--- src/rtl/fetch_sequencer_pkg.sv ---
// fetch_pkg: shared widths and the fetch FSM state encoding.
// The hazard unit and debug logic import this too, so the state
// encoding (RUN=0, DRAIN=1, HALTED=2) must not change.
package fetch_pkg;
    localparam int PC_W = 12;  // PC / instruction-memory address width
    localparam int CU_W = 5;   // control-unit field (instruction bits 18:14)
    localparam int DP_W = 14;  // datapath field (instruction bits 13:0)

    typedef enum logic [1:0] {
        ST_RUN    = 2'd0,
        ST_DRAIN  = 2'd1,
        ST_HALTED = 2'd2
    } state_t;
endpackage

--- src/rtl/fetch_sequencer_if.sv ---
// fetch_sequencer_if: instruction-memory bus between the fetch sequencer
// and the instruction memory.
//   imem_addr  - word address (driven by the fetch side)
//   imem_cu    - control field of the addressed word
//   imem_dp    - datapath field of the addressed word
//   imem_halt  - addressed word is all zeros
// Modports: master = fetch side, slave = memory side.
interface fetch_sequencer_if
    import fetch_pkg::*;
();
    logic [PC_W-1:0] imem_addr;
    logic [CU_W-1:0] imem_cu;
    logic [DP_W-1:0] imem_dp;
    logic            imem_halt;

    modport master (output imem_addr, input imem_cu, input imem_dp, input imem_halt);
    modport slave  (input imem_addr, output imem_cu, output imem_dp, output imem_halt);
endinterface

--- src/rtl/fetch_sequencer_ifid_reg.sv ---
// ifid_reg: IF/ID pipeline register.
//   clk, rst          - clock, synchronous active-high reset
//   i_en              - capture new instruction (low while stalled)
//   i_flush           - clear contents to a bubble; wins over i_en
//   i_cu, i_dp, i_pc  - control field, datapath field, PC+1 to capture
//   o_cu, o_dp, o_pc  - registered fields
//   o_valid           - register holds a real instruction
module ifid_reg
    import fetch_pkg::*;
(
    input  logic            clk,
    input  logic            rst,
    input  logic            i_en,
    input  logic            i_flush,
    input  logic [CU_W-1:0] i_cu,
    input  logic [DP_W-1:0] i_dp,
    input  logic [PC_W-1:0] i_pc,
    output logic [CU_W-1:0] o_cu,
    output logic [DP_W-1:0] o_dp,
    output logic [PC_W-1:0] o_pc,
    output logic            o_valid
);
    logic [CU_W-1:0] r_cu;
    logic [DP_W-1:0] r_dp;
    logic [PC_W-1:0] r_pc;
    logic            r_valid;

    always_ff @(posedge clk) begin
        if (rst || i_flush) begin
            r_cu    <= '0;
            r_dp    <= '0;
            r_pc    <= '0;
            r_valid <= 1'b0;
        end else if (i_en) begin
            r_cu    <= i_cu;
            r_dp    <= i_dp;
            r_pc    <= i_pc;
            r_valid <= 1'b1;
        end
    end

    assign o_cu    = r_cu;
    assign o_dp    = r_dp;
    assign o_pc    = r_pc;
    assign o_valid = r_valid;
endmodule

--- src/rtl/fetch_sequencer.sv ---
// fetch_sequencer: instruction-fetch controller. Owns the PC, addresses
// instruction memory, fills the IF/ID register, applies stalls and
// redirects, and turns an all-zero instruction word into a
// drain-then-halt sequence.
//   clk, rst             - clock, synchronous active-high reset
//   stall                - hold PC and IF/ID
//   redirect/redirect_pc - taken branch/jump and its target (flushes IF/ID)
//   imem                 - instruction-memory bus (master side)
//   ifid_cu/dp/pc/valid  - IF/ID register contents (pc field = PC+1)
//   state                - RUN / DRAIN / HALTED
//   halted               - high in HALTED
module fetch_sequencer
    import fetch_pkg::*;
#(
    parameter int DRAIN_CYCLES = 4   // >= 1
)(
    input  logic               clk,
    input  logic               rst,
    input  logic               stall,
    input  logic               redirect,
    input  logic [PC_W-1:0]    redirect_pc,
    fetch_sequencer_if.master  imem,
    output logic [CU_W-1:0]    ifid_cu,
    output logic [DP_W-1:0]    ifid_dp,
    output logic [PC_W-1:0]    ifid_pc,
    output logic               ifid_valid,
    output state_t             state,
    output logic               halted
);
    localparam int CNT_W = (DRAIN_CYCLES > 1) ? $clog2(DRAIN_CYCLES) : 1;

    state_t            r_state, w_state_next;
    logic [PC_W-1:0]   r_pc, w_pc_next, w_pc_inc;
    logic [CNT_W-1:0]  r_cnt, w_cnt_next;
    logic              w_ifid_en, w_ifid_flush;

    // Wraps modulo 2^PC_W by construction.
    assign w_pc_inc = r_pc + PC_W'(1);

    always_ff @(posedge clk) begin
        if (rst) begin
            r_state <= ST_RUN;
            r_pc    <= '0;
            r_cnt   <= '0;
        end else begin
            r_state <= w_state_next;
            r_pc    <= w_pc_next;
            r_cnt   <= w_cnt_next;
        end
    end

    always_comb begin
        w_state_next = r_state;
        w_pc_next    = r_pc;
        w_cnt_next   = r_cnt;
        w_ifid_en    = 1'b0;
        w_ifid_flush = 1'b0;
        case (r_state)
            ST_RUN: begin
                if (redirect) begin
                    w_pc_next    = redirect_pc;
                    w_ifid_flush = 1'b1;
                end else if (stall) begin
                    // hold everything; a halt word seen while stalled is not acted on
                end else if (imem.imem_halt) begin
                    // Counter counts DRAIN_CYCLES-1 down to 0, giving exactly
                    // DRAIN_CYCLES cycles in DRAIN.
                    w_ifid_flush = 1'b1;
                    w_cnt_next   = CNT_W'(DRAIN_CYCLES - 1);
                    w_state_next = ST_DRAIN;
                end else begin
                    w_ifid_en = 1'b1;
                    w_pc_next = w_pc_inc;
                end
            end
            ST_DRAIN: begin
                // Stall does not pause the drain; redirect means the halt
                // word was on a wrong path, even on the expiry edge.
                if (redirect) begin
                    w_pc_next    = redirect_pc;
                    w_cnt_next   = '0;
                    w_state_next = ST_RUN;
                    w_ifid_flush = 1'b1;
                end else if (r_cnt == '0) begin
                    w_state_next = ST_HALTED;
                end else begin
                    w_cnt_next = r_cnt - CNT_W'(1);
                end
            end
            default: begin
                // HALTED: only rst leaves this state
            end
        endcase
    end

    ifid_reg u_ifid_reg (
        .clk     (clk),
        .rst     (rst),
        .i_en    (w_ifid_en),
        .i_flush (w_ifid_flush),
        .i_cu    (imem.imem_cu),
        .i_dp    (imem.imem_dp),
        .i_pc    (w_pc_inc),
        .o_cu    (ifid_cu),
        .o_dp    (ifid_dp),
        .o_pc    (ifid_pc),
        .o_valid (ifid_valid)
    );

    assign imem.imem_addr = r_pc;
    assign state          = r_state;
    assign halted         = (r_state == ST_HALTED);
endmodule

--- src/flat_wrapper.sv ---
// flat-port wrapper written by rule: the top's interface ports become plain ports
module fetch_sequencer_flat import fetch_pkg::*;
#(
    parameter int DRAIN_CYCLES = 4          
)
  (clk, rst, stall, redirect, redirect_pc, ifid_cu, ifid_dp, ifid_pc, ifid_valid, state, halted, imem_imem_addr, imem_imem_cu, imem_imem_dp, imem_imem_halt);
  fetch_sequencer_if imem_i ();
  input  logic clk;
  input  logic rst;
  input  logic stall;
  input  logic redirect;
  input  logic [PC_W-1:0] redirect_pc;
  output logic [CU_W-1:0] ifid_cu;
  output logic [DP_W-1:0] ifid_dp;
  output logic [PC_W-1:0] ifid_pc;
  output logic ifid_valid;
  output state_t state;
  output logic halted;
  output wire logic [$bits(imem_i.imem_addr)-1:0] imem_imem_addr;
  input wire logic [$bits(imem_i.imem_cu)-1:0] imem_imem_cu;
  input wire logic [$bits(imem_i.imem_dp)-1:0] imem_imem_dp;
  input wire logic [$bits(imem_i.imem_halt)-1:0] imem_imem_halt;
  assign imem_imem_addr = imem_i.imem_addr;
  assign imem_i.imem_cu = imem_imem_cu;
  assign imem_i.imem_dp = imem_imem_dp;
  assign imem_i.imem_halt = imem_imem_halt;
  fetch_sequencer #(.DRAIN_CYCLES(DRAIN_CYCLES)) u_core (.clk(clk), .rst(rst), .stall(stall), .redirect(redirect), .redirect_pc(redirect_pc), .imem(imem_i), .ifid_cu(ifid_cu), .ifid_dp(ifid_dp), .ifid_pc(ifid_pc), .ifid_valid(ifid_valid), .state(state), .halted(halted));
endmodule
--- config.mk ---
export PLATFORM = sky130hd
export DESIGN_NAME = fetch_sequencer_flat
export DESIGN_NICKNAME = d
export VERILOG_FILES = /design/src/rtl/fetch_sequencer_pkg.sv /design/src/rtl/fetch_sequencer_if.sv /design/src/rtl/fetch_sequencer_ifid_reg.sv /design/src/rtl/fetch_sequencer.sv /design/src/flat_wrapper.sv
export SDC_FILE = /design/constraint.sdc
export NUM_CORES = 1
export LEC_CHECK = 0
export BUFFER_PORTS_ARGS = -buffer_cell sky130_fd_sc_hd__buf_2
export CAP_MARGIN = 20
export CORE_ASPECT_RATIO = 2
export CORE_MARGIN = 2
export CORE_UTILIZATION = 45
export CTS_CLUSTER_DIAMETER = 60
export DETAILED_ROUTE_END_ITERATION = 12
export GPL_TIMING_DRIVEN = 0
export MAX_ROUTING_LAYER = met4
export PLACE_DENSITY = 0.83
export SYNTH_ARGS = -nofsm -noshare
export SYNTH_HDL_FRONTEND = slang
export SYNTH_SLANG_ARGS = --single-unit
--- constraint.sdc ---
create_clock -name clk -period 1.8 [get_ports clk]
set_clock_uncertainty 0.1 [all_clocks]
set_input_delay 0.09 -clock clk [delete_from_list [all_inputs] [get_ports clk]]
set_output_delay 0.09 -clock clk [all_outputs]
set_load 0.005 [all_outputs]
Yosys cells after proc, flatten, opt, wreduce, memory -nomap -nowiden
Cells that the tools add are included.
- add/sub/neg operators: 2
- $mul: 0
- div/mod/pow operators: 0
- $lt $le $gt $ge: 0
- equal/unequal tests: 10
- shift-type cells: 0
- mux-type cells: 26
- bitwise gates (word level): 0
- reduce and logical (&&, ||, !) cells: 7
- operators with widths (operator ; number):
    2-to-1 mux 12 bit ; 4
    one-hot mux 12 bit (2 select lines) ; 1
    2-to-1 mux 2 bit ; 10
    adder 12 x 1 -> 12 bit (second input constant) ; 1
    AND reduction 5 bit ; 2
    != test 3 bit (second input constant) ; 3
    2-to-1 mux 1 bit ; 8
    != test 2 bit (second input constant) ; 4
    one-hot mux 2 bit (2 select lines) ; 2
    logical NOT 2 bit ; 2
    AND reduction 4 bit ; 1
    != test 3 x 2 -> 1 bit (second input constant) ; 1
    == test 2 x 1 -> 1 bit (second input constant) ; 1
    == test 2 bit (second input constant) ; 1
    one-hot mux 1 bit (2 select lines) ; 1
    nonzero test 2 bit ; 1
    subtractor 2 x 1 -> 2 bit (second input constant) ; 1
    logical OR 1 bit ; 1
- register bits after elaboration: 48
- latch bits: 0
- RAM bits: 0
- memory bits (read-only): 0
- output and inout port bits: 47
- word-level logic and storage cells: 52
- memories: 0

Longest topological paths before layout
Gate-level depths: netlist of run 1.
- depth in word-level cells: 5
- depth in mapped cells: 7
- mapped depth without buffers: 7

Cells and area by module
From an unflattened synthesis of run 1, not the netlist that was laid out.
- cells, all modules: 248
- area, all modules: 2255.9 um^2
- modules (own cells, without submodules) (module ; instances ; cells each ; area each (um^2) ; sequential area each (um^2)):
    ifid_reg ; 1 ; 105 ; 1169.9 ; 640.6
    fetch_sequencer ; 1 ; 143 ; 1086.0 ; 320.3

Worst setup path after synthesis of run 1
Ideal clock, no wire load.
- kind: flip-flop to flip-flop
- from: reg u_core.r_state[0] (netlist: u_core.state[0])
- to: reg u_core.u_ifid_reg.r_dp[12] (netlist: u_core.u_ifid_reg.o_dp[12])
- library setup time: 144 ps
- arrival: 1375 ps
- required time: 1556 ps
- setup slack: 181 ps
- cell stages (with the launch flop): 6
- cell sequence: dfxtp_1 -> or3_4 -> or3_1 -> buf_2 -> nand2_1 -> a21oi_1
- longest elaborated chain between the ends: 3
- elaborated cells on any way between the ends: 5
- classes of those cells: eq/ne: 1; mux: 2; reduce/logical: 2
- ends and longest elaborated chain (item ; RTL line ; text):
    start, declared ; fetch_sequencer.sv:32 ; state_t r_state, w_state_next;
    start signal, assigned ; fetch_sequencer.sv:46 ; r_state <= w_state_next;
    == test 2 x 1 -> 1 bit or logical NOT 2 bit (tied branches) ; fetch_sequencer.sv:58 ; case (r_state)
    one-hot mux 1 bit (2 select lines) ; fetch_sequencer.sv:58 ;
    logical OR 1 bit ; fetch_sequencer_ifid_reg.sv:29 ; if (rst || i_flush) begin
    end signal, assigned ; fetch_sequencer_ifid_reg.sv:36 ; r_dp <= i_dp;
    end, declared ; fetch_sequencer_ifid_reg.sv:24 ; logic [DP_W-1:0] r_dp;
Parallel ways exist; a longest one is shown, timed or not.
A chain may end at the register's enable or synchronous reset.

Worst setup path in the final report of run 1
- from: reg u_core.r_state[0] (netlist: u_core.state[0])
- to: reg u_core.r_pc[6] (netlist: u_core.imem.imem_addr[6])
- longest elaborated chain between the ends: 3
- elaborated cells on any way between the ends: 8
- classes of those cells: eq/ne: 4; mux: 1; reduce/logical: 3
- ends and longest elaborated chain (item ; RTL line ; text):
    == test 2 x 1 -> 1 bit or logical NOT 2 bit (tied branches) ; fetch_sequencer.sv:58 ;
    != test 2 bit (no line), or another cell as far along ; - ;
    AND reduction 4 bit (no line) ; - ;
    end signal, assigned ; fetch_sequencer.sv:47 ; r_pc <= w_pc_next;
    end, declared ; fetch_sequencer.sv:33 ; logic [PC_W-1:0] r_pc, w_pc_next, w_pc_inc;
Parallel ways exist; a longest one is shown, timed or not.

==> out/results.tsv, run 1 <==
metric	value	unit
status	finished, final reports clean	
clock_path_buffers	2	
routedWlPerCell	14.1	um
final.min_clock_period	1.75	ns
async_flop_share	0	%
wirelength	6.17	mm
leakage	1.28	nW
synth.distinct_cells	37	
area_growth	37.4	%
finalHoldViolCount	0	
synth.area.top_cells	dfxtp_1 (44%), nand2_1 (8.5%), a21oi_1 (5.9%)	
hold_path_class	in -> reg	
required	1.87	ns
grt_max_degree	15	
max-vdd-ir-drop	0.000569	V
crit_type	reg -> reg	
numCtsBuffers	5	
syn-cell-area	2200	um^2
final_antenna_net_count	0	
fmax	0.572	GHz
avgSynthCellArea	8.12	um^2
synthFlopType	dfxtp_1	
vias	2317	
start_util	46.1	%
cp.arrival	1.81	ns
gp_congestion	0.872	
min_period_over_period	97.1	%
drive_gt1_share	32.2	%
clk_latency	0.30	ns
drt_iter0_markers	55	
synth_top_area_share	43.7	%
dp_hpwl	4.36	mm
die_h	103	um
setup_viol	0	
power.total	2.13	mW
grt_pass1_vias	2208	
slew_violations	0	
synthesis.nets	309	
critPathMaxFanout	10	
end_kind	register	
relSlewSlack	66.6	%
maxCapViolCount	0	
clk_pin_slew	0.08	ns
die_w	53.5	um
rows	36	
htreeDepth	2	
cts_tree	done	
rsz0062_at_grt	true	
worst_slew_pin_slew	0.501	ns
antenna-diode-count	0	
cp-start-kind	register	
synthCells	271	
fin_nets	417	
ys_seq_elements	48	
final_util	63.3	%
drc	0	
core	4770	um^2
yosysMostFrequentCell	nand2_1	
finalSetupTns	0	ns
fillers	413	
synth_common_cells	nand2_1 (50), dfxtp_1 (48), nor2_1 (30)	
portBuffers	80	
clock-sinks	48	
overflow	0	
die-area	5500	um^2
antenna_found_initial	0	
yosys_warnings	0	
avgViaCountPerCell	5.31	
dr.pass1.iters	4	
cts_root_buf	clkbuf_8	
grt_pass1_wl	9.53	mm
power_density	705	nW/um^2
synth_top_area_cell	dfxtp_1	
synth_edf_count	0	
grtUsageTotal	23.9	%
yosysSeqAreaShare	43.7	%
io_pins	83	
[area by class of cell]
class	count	area (um^2)	area share [%]
inverter	7	26.3	0.869
sequential	48	963	31.9
clock inverter	1	8.76	0.290
tap	57	71.3	2.36
buffer	19	96.3	3.19
multi-input combinational	197	1160	38.5
timing repair buffer	101	611	20.2
clock buffer	6	82.6	2.73
[routing by layer]
metal	vias up	wire length (um)	global-route usage [%]
met5	-	0	-
met4	0	125	12.2
met3	12	352	3.62
met2	87	3220	39.4
met1	1069	2470	27.2
li1	1149	-	-
[worst paths after layout]
kind              slack, ns                  startpoint  cells past startpoint                          to
hold / removal         0.04              redirect_pc[1]                      3    u_core.imem.imem_addr[1]
setup reg to reg       0.05             u_core.state[0]                      6    u_core.imem.imem_addr[6]
hold reg to reg        0.35  u_core.u_ifid_reg.o_dp[11]                      2  u_core.u_ifid_reg.o_dp[11]
setup / recovery       0.05             u_core.state[0]                      6    u_core.imem.imem_addr[6]
[sequential cells by signal (all words and copies together), names as in the netlist]
register	flops
u_core.u_ifid_reg.o_valid	1
u_core.r_cnt	2
u_core.state	2
u_core.imem.imem_addr	12
u_core.u_ifid_reg.o_cu	5
u_core.u_ifid_reg.o_pc	12
u_core.u_ifid_reg.o_dp	14
[what timing repair did]
action                                  CTS  global route
endpoints found under the setup margin   10            37
hold buffers                             21             0
setup buffers                             0             0
gates resized for setup                   2            13
gates cloned                              0             0
hold endpoints to repair                 21             0
[per-stage QoR]
| stage | hold WS, ns | cells | area, um^2 | worst slack, ns |
|---|---|---|---|---|
| after floorplan | 0.126 | 271 | 2200 | 0.181 |
| after global placement | 0.230 | 408 | 2670 | 0.0383 |
| after detailed placement | 0.241 | 408 | 2670 | -0.0208 |
| after CTS | 0.0361 | 436 | 2980 | -0.0207 |
| after global routing | 0.0805 | 436 | 3020 | -0.0407 |
| final | 0.0406 | 436 | 3020 | 0.0522 |
[power breakdown]
part	switching (mW)	total, mW	internal, mW
logic	0.181	0.342	0.161
registers	0.0371	1.13	1.09
clock network	0.351	0.657	0.306
[kinds of logic after synthesis]
group	after synthesis	share of synthesized area, %
adder cells (fa/ha/maj)	2	1.14
multiplexers	1	0.455
AND/OR/NAND/NOR	108	21.9
buffers and inverters	26	5.29
flip-flops	48	43.7
AO/OA/AOI/OAI	77	23.9
XOR/XNOR	9	3.58
[worst max-delay path: stages (launching register included)]
cell,delay (ns)
dfxtp_2,0.36
nor2b_1,0.14
or2_1,0.25
buf_2,0.20
a22o_1,0.24
a22oi_1,0.23
nor2_1,0.10
[layout by cell type (no fill, tap or decap), types with 3 or more instances in the layout]
| cell type | Yosys | final |
|---|---|---|
| nor3_4 | 1 | 3 |
| nor2b_1 | 3 | 3 |
| a22o_1 | 5 | 5 |
| a211oi_2 | 9 | 9 |
| clkbuf_8 | 0 | 6 |
| nand2_1 | 50 | 50 |
| dlygate4sd3_1 | 0 | 21 |
| xnor2_1 | 7 | 7 |
| buf_2 | 9 | 89 |
| nor2_1 | 30 | 29 |
| inv_1 | 7 | 7 |
| clkbuf_1 | 7 | 5 |
| a21oi_1 | 26 | 26 |
| o21ai_0 | 17 | 17 |
| a22oi_1 | 8 | 8 |
| dfxtp_1 | 48 | 46 |
| nand3_1 | 3 | 3 |
| nor3_1 | 11 | 8 |
Note: power is estimated with default switching activity, not from simulation.
==> inputs of run 2 (changes only) <==
--- a/config.mk
+++ b/config.mk
@@ -7,9 +7,11 @@
 export LEC_CHECK = 0
 export BUFFER_PORTS_ARGS = -buffer_cell sky130_fd_sc_hd__buf_2
 export CAP_MARGIN = 20
+export CELL_PAD_IN_SITES_DETAIL_PLACEMENT = 0
+export CELL_PAD_IN_SITES_GLOBAL_PLACEMENT = 1
 export CORE_ASPECT_RATIO = 2
 export CORE_MARGIN = 2
-export CORE_UTILIZATION = 45
+export CORE_UTILIZATION = 34
 export CTS_CLUSTER_DIAMETER = 60
 export DETAILED_ROUTE_END_ITERATION = 12
 export GPL_TIMING_DRIVEN = 0
==> run 2 against run 1 <==
Compared with the run above:
- highest routed layer unchanged
- combinational power is 1% lower
- clock power increased by 61%
- sequential share of layout area shrank 1.1 points
- critical path depth shrank 1
- non-clock buffer count stayed put
==> out/results.tsv, run 2 (synthesized netlist as in run 1, its figures left out) <==
metric	value	unit	change
final.min_clock_period	1.72	ns	-0.0274 ns
swShare	24.7	%	-2.1 points
io_pins	83		unchanged
grt_pass1_vias	2136		-3.3%
final_util	49.7	%	-14 points
antenna_found_initial	0		unchanged
die_h	118	um	+14%
leakage	1.32	nW	+2.9%
cts_root_buf	clkbuf_16		
fmax	0.581	GHz	+1.6%
worst_slew_pin_slew	0.510	ns	+0.00937 ns
seqPwrFrac	44.7	%	-8.4 points
drive_gt1_share	32.9	%	+0.70 points
rsz0062_at_grt	true		
power_frac_comb	13.3	%	-2.7 points
hp-start	redirect_pc[1]		
grt_pass1_wl	9.87	mm	+3.6%
power_density	808	nW/um^2	+15%
maxCapViolCount	0		unchanged
start_util	34.9	%	-11 points
multi_input_area	1160	um^2	-0.43%
required	1.92	ns	+0.05 ns
drc	0		unchanged
clock-sinks	48		unchanged
r2r_end	u_core.u_ifid_reg.o_pc[10]		
fillers	661		+60%
avgViaCountPerCell	4.83		-9.2%
min_path_cells	3		unchanged
finalHoldViolCount	0		unchanged
cp.arrival	1.84	ns	+0.03 ns
dp_hpwl	4.81	mm	+10%
slew_violations	0		unchanged
dr.pass1.iters	5		+1
drt_iter0_markers	67		+22%
antenna-diode-count	0		unchanged
grt_max_degree	16		+1
routedWlPerCell	13.6	um	-3.8%
rrSetupSlack	0.08	ns	+0.03 ns
cts_tree	done		
htreeDepth	2		unchanged
layout_common_cells	buf_2 (88), nand2_1 (50), dfxtp_1 (45)		
pwr-share-clk	42.0	%	+11 points
die-area	7170	um^2	+30%
r2r_cells	5		-1
gp_congestion	0.808		-7.3%
dp.cells	437		+7.1%
power.total	2.53	mW	+19%
crit_type	reg -> reg		
internal_power	1.91	mW	+22%
overflow	0		unchanged
clk_pin_slew	0.07	ns	about the same
status	finished, final reports clean		
max-vdd-ir-drop	0.000547	V	-3.7%
clock_path_buffers	2		unchanged
grtUsageTotal	18.5	%	-5.4 points
r2r_start	u_core.imem.imem_addr[1]		
register_area	965	um^2	+0.13%
wirelength	6.34	mm	+2.8%
core	6310	um^2	+32%
critPathMaxFanout	6		-4
numCtsBuffers	5		unchanged
setup_viol	0		unchanged
p_switching	0.625	mW	+9.8%
vias	2249		-2.9%
fin_nets	417		unchanged
area_growth	42.5	%	
end_kind	register		
final_antenna_net_count	0		unchanged
hold-worst-slack	0.0528	ns	+0.0121 ns
cp-start-kind	register		
largest_reg_flops	14		unchanged
layout_commonest_cell	buf_2		
hold_path_class	in -> reg		
min_period_over_period	95.6	%	-1.5 points
clk_latency	0.29	ns	about the same
rows	41		+14%
die_w	60.9	um	+14%
relSlewSlack	66.0	%	-0.62 points
portBuffers	80		unchanged
stdcell_count	466		+6.9%
holdPathEnd	u_core.imem.imem_addr[1]		
==> run 2: cell types whose count changed in the layout (fill, tap and decap cells not counted), sizes merged <==
cell,change
clkinvlp,+1
bufinv,+1
clkbuf,-1
==> run 2: critical path, cell delays in order (launching register included) <==
cell and delay, ns:
dfxtp_1 0.40, ha_2 0.25, nand3_2 0.21, nor3_2 0.34
xnor2_1 0.13, a211oi_2 0.21
==> run 2: per-layer routing <==
metal	routed length, um	GRT usage (%)	up-vias
met5	0	-	-
met2	3640	33.5	69
met1	2270	17.6	1021
li1	-	-	1152
met3	310	4.07	7
met4	124	7.88	0
==> run 2: worst max-delay path by stage <==
| stage | start | end | slack (ns) |
|---|---|---|---|
| after detailed placement | u_core.imem.imem_addr[0] | u_core.imem.imem_addr[8] | -0.08 |
| after global routing | u_core.imem.imem_addr[1] | u_core.u_ifid_reg.o_pc[10] | -0.009 |
| final | u_core.imem.imem_addr[1] | u_core.u_ifid_reg.o_pc[10] | 0.08 |
| after global placement | u_core.imem.imem_addr[0] | u_core.imem.imem_addr[8] | -0.06 |
| after CTS | u_core.imem.imem_addr[0] | u_core.imem.imem_addr[8] | 0.02 |
| after floorplan | u_core.state[0] | u_core.u_ifid_reg.o_dp[12] | 0.18 |
==> run 2: cell type report <==
type,count,area share (%)
multi-input cells,197,37.0
flip-flops and latches,48,30.8
repair buffers,101,19.5
clock buffers,5,3.99
well taps,86,3.43
plain buffers,19,3.19
clock inverters,3,1.36
inverters,7,0.838
==> run 2: per-stage QoR <==
| stage | area (um^2) | setup slack (ns) | TNS, ns |
|---|---|---|---|
| 2_1_floorplan | 2200 | 0.181 | 0 |
| 3_3_place_gp | 2710 | -0.0645 | -0.0878 |
| 3_5_place_dp | 2710 | -0.0808 | -0.199 |
| 4_1_cts | 3100 | 0.0152 | 0 |
| 5_1_grt | 3140 | -0.00855 | -0.0128 |
| 6_report | 3140 | 0.0796 | 0 |
==> run 2: timing repair <==
| action | 4_1_cts | 5_1_grt |
|---|---|---|
| endpoints found under the setup margin | 7 | 30 |
| buffers inserted | 0 | 0 |
| gates cloned | 0 | 0 |
| pin swaps | 0 | 0 |
| hold endpoints to repair | 21 | 0 |
| gates resized for setup | 4 | 16 |
| hold buffers | 21 | 0 |
==> run 2: power groups by stage <==
stage / Combinational (mW) / Clock (mW) / Sequential, mW
final: 0.337 / 1.06 / 1.13
after global routing: 0.371 / 1.13 / 1.14
after CTS: 0.335 / 1.10 / 1.13
after detailed placement: 0.297 / 0 / 1.15
after global placement: 0.295 / 0 / 1.15
after floorplan: 0.180 / 0 / 1.15
